==> src/rtl/gnrl_pipe_skid_if.sv <==
// Valid/ready handshake bundle for the 2-entry pipeline slice.
// slave is the slice side; master is the upstream/downstream driver side.
interface gnrl_pipe_skid_if #(
  parameter int DW = 32
);
  logic          flush;
  logic          i_valid;
  logic          i_ready;
  logic [DW-1:0] i_data;
  logic          o_valid;
  logic          o_ready;
  logic [DW-1:0] o_data;
  logic [1:0]    o_cnt;

  modport slave (
    input  flush, i_valid, i_data, o_ready,
    output i_ready, o_valid, o_data, o_cnt
  );

  modport master (
    output flush, i_valid, i_data, o_ready,
    input  i_ready, o_valid, o_data, o_cnt
  );
endinterface

==> src/rtl/gnrl_pipe_skid.sv <==
// 2-entry valid/ready slice with registered outputs and a skid entry; 1-cycle latency.
// Backpressure: i_ready depends only on the skid valid and flush, never on o_ready.
module gnrl_pipe_skid #(
  parameter int DW = 32
) (
  input  logic                   clk,
  input  logic                   rst,
  gnrl_pipe_skid_if.slave        p
);

  // State encoding is {skid_v, main_v}; 2'b10 cannot be reached.
  typedef enum logic [1:0] {
    EMPTY = 2'b00,
    BUSY  = 2'b01,
    FULL  = 2'b11
  } state_e;

  state_e        state_q, state_d;
  logic [DW-1:0] main_dat_q, main_dat_d;
  logic [DW-1:0] skid_dat_q, skid_dat_d;

  logic main_v;
  logic skid_v;
  logic acc;
  logic pop;

  assign main_v = state_q[0];
  assign skid_v = state_q[1];

  assign p.i_ready = ~skid_v & ~p.flush;
  assign p.o_valid = main_v;
  assign p.o_data  = main_dat_q;
  assign p.o_cnt   = {1'b0, main_v} + {1'b0, skid_v};

  assign acc = p.i_valid & p.i_ready;
  assign pop = main_v & p.o_ready;

  always_comb begin
    state_d    = state_q;
    main_dat_d = main_dat_q;
    skid_dat_d = skid_dat_q;
    case (state_q)
      EMPTY: begin
        if (acc) begin
          main_dat_d = p.i_data;
          state_d    = BUSY;
        end
      end
      BUSY: begin
        if (acc && pop) begin
          main_dat_d = p.i_data;
        end else if (acc) begin
          skid_dat_d = p.i_data;
          state_d    = FULL;
        end else if (pop) begin
          state_d    = EMPTY;
        end
      end
      FULL: begin
        if (pop) begin
          main_dat_d = skid_dat_q;
          state_d    = BUSY;
        end
      end
      default: state_d = EMPTY;
    endcase
    // Flush only clears the valids; data registers may keep stale contents.
    if (p.flush) begin
      state_d = EMPTY;
    end
  end

  always_ff @(posedge clk or posedge rst) begin
    if (rst) begin
      state_q    <= EMPTY;
      main_dat_q <= '0;
      skid_dat_q <= '0;
    end else begin
      state_q    <= state_d;
      main_dat_q <= main_dat_d;
      skid_dat_q <= skid_dat_d;
    end
  end

endmodule

==> src/flat_wrapper.sv <==
// flat-port wrapper written by rule: the top's interface ports become plain ports
module gnrl_pipe_skid_flat 
#(
  parameter int DW = 32
)
  (clk, rst, p_flush, p_i_valid, p_i_data, p_o_ready, p_i_ready, p_o_valid, p_o_data, p_o_cnt);
  gnrl_pipe_skid_if #(.DW(DW)) p_i ();
  input  logic clk;
  input  logic rst;
  input wire logic [$bits(p_i.flush)-1:0] p_flush;
  input wire logic [$bits(p_i.i_valid)-1:0] p_i_valid;
  input wire logic [$bits(p_i.i_data)-1:0] p_i_data;
  input wire logic [$bits(p_i.o_ready)-1:0] p_o_ready;
  output wire logic [$bits(p_i.i_ready)-1:0] p_i_ready;
  output wire logic [$bits(p_i.o_valid)-1:0] p_o_valid;
  output wire logic [$bits(p_i.o_data)-1:0] p_o_data;
  output wire logic [$bits(p_i.o_cnt)-1:0] p_o_cnt;
  assign p_i.flush = p_flush;
  assign p_i.i_valid = p_i_valid;
  assign p_i.i_data = p_i_data;
  assign p_i.o_ready = p_o_ready;
  assign p_i_ready = p_i.i_ready;
  assign p_o_valid = p_i.o_valid;
  assign p_o_data = p_i.o_data;
  assign p_o_cnt = p_i.o_cnt;
  gnrl_pipe_skid #(.DW(DW)) u_core (.clk(clk), .rst(rst), .p(p_i));
endmodule
==> config.mk <==
export PLATFORM = sky130hd
export DESIGN_NAME = gnrl_pipe_skid_flat
export DESIGN_NICKNAME = d
export VERILOG_FILES = /design/src/rtl/gnrl_pipe_skid_if.sv /design/src/rtl/gnrl_pipe_skid.sv /design/src/flat_wrapper.sv
export SDC_FILE = /design/constraint.sdc
export NUM_CORES = 1
export LEC_CHECK = 0
export CORE_UTILIZATION = 50
export DETAILED_ROUTE_END_ITERATION = 8
export PLACE_DENSITY = 0.8
export SETUP_SLACK_MARGIN = 0.05
export SYNTH_ARGS = -nofsm -noshare
export SYNTH_HDL_FRONTEND = slang
export SYNTH_SLANG_ARGS = --single-unit
==> constraint.sdc <==
create_clock -name clk -period 3.6 [get_ports clk]
set_clock_uncertainty 0.2 [all_clocks]
set_input_delay 1.08 -clock clk [delete_from_list [all_inputs] [get_ports clk]]
set_output_delay 1.08 -clock clk [all_outputs]
set_load 0.01 [all_outputs]
==> results.toml <==
[timing]
timing.final.setup_violations = 0
shortest_period_the_worst_path_allows_ns = 3.44
hold_viol_final = 0
worst-slew-pin-transition_ns = 0.642
layout_worst_path_cycle_share = 0.955
timing_max_transition_violations_final = 0
setup_repair_after_global_routing_missed_its_margin = "false"
final.setup.tns_ns = 0
holdWs_ns = 0.301
finalWorstSetupSlack_ns = 0.164
relSlewSlack = 0.571
max_clock_freq_mhz = 291

[clock_network]
tritoncts = "done"
clkSlewWorstSetupHoldPaths_ns = 0.07
cts_buffer_depth = 2
num_cts_buffers = 9
cts_post_setup_buffers_inserted = 0
cts_hold_repair.buffers = 0
cts_root_buf = "sky130_fd_sc_hd__clkbuf_8"
htree_num_levels = 3
cts_resizes = 0
clock-sinks = 66
worst_skew_pair.late_latency_ns = 0.34

[worst_setup_path]
rr_worst_depth = 6
rr_startpoint = "u_core.state_q[0]"
endpoint_kind_of_the_worst_setup_timing_path = "primary output"
crit_end = "p_i_ready"
r2r_setup_slack_ns = 1.24
startpoint_type = "input port"
crit_start = "p_flush"
timing_worst_setup_path_type = "in -> out"
required_ns = 2.32
worstPathArrival_ns = 2.16
timing.rr.end = "u_core.p.o_data[29]"
critical_path_peak_fanout = 2

[synth]
synth.cell_area_um2 = 3130
synth.avg_cell_area_um2 = 15.8
synth.area.top_cells = "sky130_fd_sc_hd__dfrtp_1, sky130_fd_sc_hd__mux2_2, sky130_fd_sc_hd__mux2_4"
async_reset_ff_frac = 1.00
number_of_flops_mapped_to_enable_cells_by_yosys = 0
syn_inst = 198
synth_seq_area_share = 0.528
synth-seq-cells = 66
synth_top_area_share = 0.528
yosys.cell_types.count = 24
dominant_synthesized_flop_cell = "sky130_fd_sc_hd__dfrtp_1"
yosysWarnings = 0
synth_commonest_cells = "sky130_fd_sc_hd__dfrtp_1, sky130_fd_sc_hd__mux2_2, sky130_fd_sc_hd__mux2_4"
number_of_nets_produced_by_synthesis = 239
post-synth-top-area-cell = "sky130_fd_sc_hd__dfrtp_1"
post-synth-top-count-cell = "sky130_fd_sc_hd__dfrtp_1"

[floorplan]
number_of_top_level_pins = 73
die_area_um2 = 6580
rows = 28
core_area_um2 = 5990
floorplan.die.height_um = 81.1
die_width_um = 81.1
floorplan.initialDensity = 0.522

[placed_design]
final_weighted_congestion_of_routability_driven_global_placement = 0.791
post-place-ws_ns = 0.162
port_buffers = 72
postPlaceCellArea_um2 = 3950
place_hpwl_um = 3770

[grt]
globalRouteMet2Util = 0.302
grt_pass1_wl_um = 9380
grt_max_degree = 39
grt_use_met3 = 0.0551
gr-usage-met1 = 0.247
vias_in_the_first_global_route = 1997
top_usage_layer = "met2"
grt_overflow_total = 0
overall_fraction_of_global_route_tracks_in_use = 0.194
number_of_antenna_violations_at_the_first_check_in_global_routing = 0

[pwr]
power.static_leakage_nw = 1.82
post-layout-total-power_mw = 3.37
p_per_area_nw_per_um2 = 815
ir_worst_vdd_v = 0.000463

[detailed_routing]
vias = 1866
detail-route-antenna-nets = 0
via_per_inst = 5.23
wl_um = 5710
drc = 0
dr.first_iter.drc_count = 44
first_pass_iters = 4
route.detailed.wl_per_inst_um = 16.0

[flow_run]
max-cap-violations = 0

[finish]
final_stage_net_count = 319
design_area_um2 = 4130
area_growth_pct = 32.0
drive_above_1_share = 0.429
num_antenna_cells = 0

[run_status]
status = "finished, final reports clean"

[min_path]
hold_path_class = "reg -> reg"
hold_depth = 1
## how the worst min path moves through the flow
stage                               start                    end  slack [ns]
finish              u_core.skid_dat_q[10]  u_core.skid_dat_q[10]        0.30
global route        u_core.skid_dat_q[10]  u_core.skid_dat_q[10]        0.32
CTS                 u_core.skid_dat_q[10]  u_core.skid_dat_q[10]        0.30
detailed placement  u_core.skid_dat_q[10]  u_core.skid_dat_q[10]        0.29
global placement    u_core.skid_dat_q[30]  u_core.skid_dat_q[30]        0.27
floorplan           u_core.skid_dat_q[10]  u_core.skid_dat_q[10]        0.26
## routing by layer
metal / vias to the layer above / wire length, um
met5: - / 0
met2: 52 / 2720
met3: 9 / 347
met1: 935 / 2540
li1: 870 / -
met4: 0 / 106
## power breakdown
part / switching, mW / internal, mW / total (mW)
clock network: 0.264 / 0.333 / 0.597
logic: 0.493 / 0.960 / 1.45
registers: 0.197 / 1.12 / 1.32
total: 0.954 / 2.41 / 3.37
## cell type report
type | count | area [um2]
fillers | 431 | 1860
flip-flops and latches | 66 | 1650
clock buffers | 12 | 145
multi-input cells | 119 | 1400
repair buffers | 79 | 786
inverters | 3 | 11.3
clock inverters | 3 | 40.0
well taps | 75 | 93.8
## metrics by stage
stage / utilization / instances
finish: 0.689 / 357
floorplan: - / 198
global route: 0.689 / 357
global placement: 0.659 / 342
detailed placement: 0.659 / 342
CTS: 0.689 / 357
## layout by cell type (no fill, tap or decap)
cell type | netlist | layout
sky130_fd_sc_hd__mux2_1 | 2 | 2
sky130_fd_sc_hd__mux2i_1 | 2 | 2
sky130_fd_sc_hd__nor2_1 | 1 | 1
sky130_fd_sc_hd__clkdlybuf4s50_1 | 0 | 72
sky130_fd_sc_hd__ha_2 | 0 | 1
sky130_fd_sc_hd__mux2_4 | 30 | 30
sky130_fd_sc_hd__clkbuf_1 | 3 | 2
sky130_fd_sc_hd__a211o_1 | 1 | 1
sky130_fd_sc_hd__nand2b_1 | 2 | 2
sky130_fd_sc_hd__nand3_2 | 1 | 1
sky130_fd_sc_hd__a21oi_1 | 2 | 2
sky130_fd_sc_hd__nor3b_2 | 1 | 1
sky130_fd_sc_hd__o31ai_4 | 1 | 1
sky130_fd_sc_hd__bufinv_16 | 0 | 1
sky130_fd_sc_hd__buf_4 | 0 | 6
sky130_fd_sc_hd__or2b_1 | 1 | 1
sky130_fd_sc_hd__buf_12 | 0 | 1
sky130_fd_sc_hd__mux2_2 | 64 | 64
sky130_fd_sc_hd__inv_1 | 3 | 2
sky130_fd_sc_hd__o21ai_0 | 1 | 1
sky130_fd_sc_hd__inv_2 | 0 | 1
sky130_fd_sc_hd__ha_1 | 4 | 3
sky130_fd_sc_hd__a22o_2 | 1 | 1
sky130_fd_sc_hd__nand3_1 | 1 | 1
sky130_fd_sc_hd__dfrtp_1 | 66 | 66
sky130_fd_sc_hd__clkinv_2 | 0 | 2
sky130_fd_sc_hd__xnor2_1 | 1 | 1
sky130_fd_sc_hd__nand2_1 | 2 | 2
sky130_fd_sc_hd__nand2b_4 | 1 | 1
sky130_fd_sc_hd__clkbuf_8 | 0 | 10
## sequential cells by signal, summed over array words and instances, names as in the netlist
register	cells
u_core.skid_dat_q	32
u_core.p.o_data	32
u_core.state_q	2
## critical path: stages
cell and delay, ns:
sky130_fd_sc_hd__clkdlybuf4s50_1 0.43, sky130_fd_sc_hd__nor2_1 0.11, sky130_fd_sc_hd__clkdlybuf4s50_1 0.54
## cell families (layout without fill, tap and decap cells)
kind of cell | after synthesis | count (layout) | synth area share
and+or+nand+nor | 10 | 10 | 0.0232
xor gates and xnor gates | 1 | 1 | 0.00280
adders and majority gates | 4 | 4 | 0.0160
DFF | 66 | 66 | 0.528
buffers and inverters | 13 | 97 | 0.0244
AOI/OAI and AO/OA | 6 | 6 | 0.0176
muxes | 98 | 98 | 0.388
(Power assumes the default switching activity.)
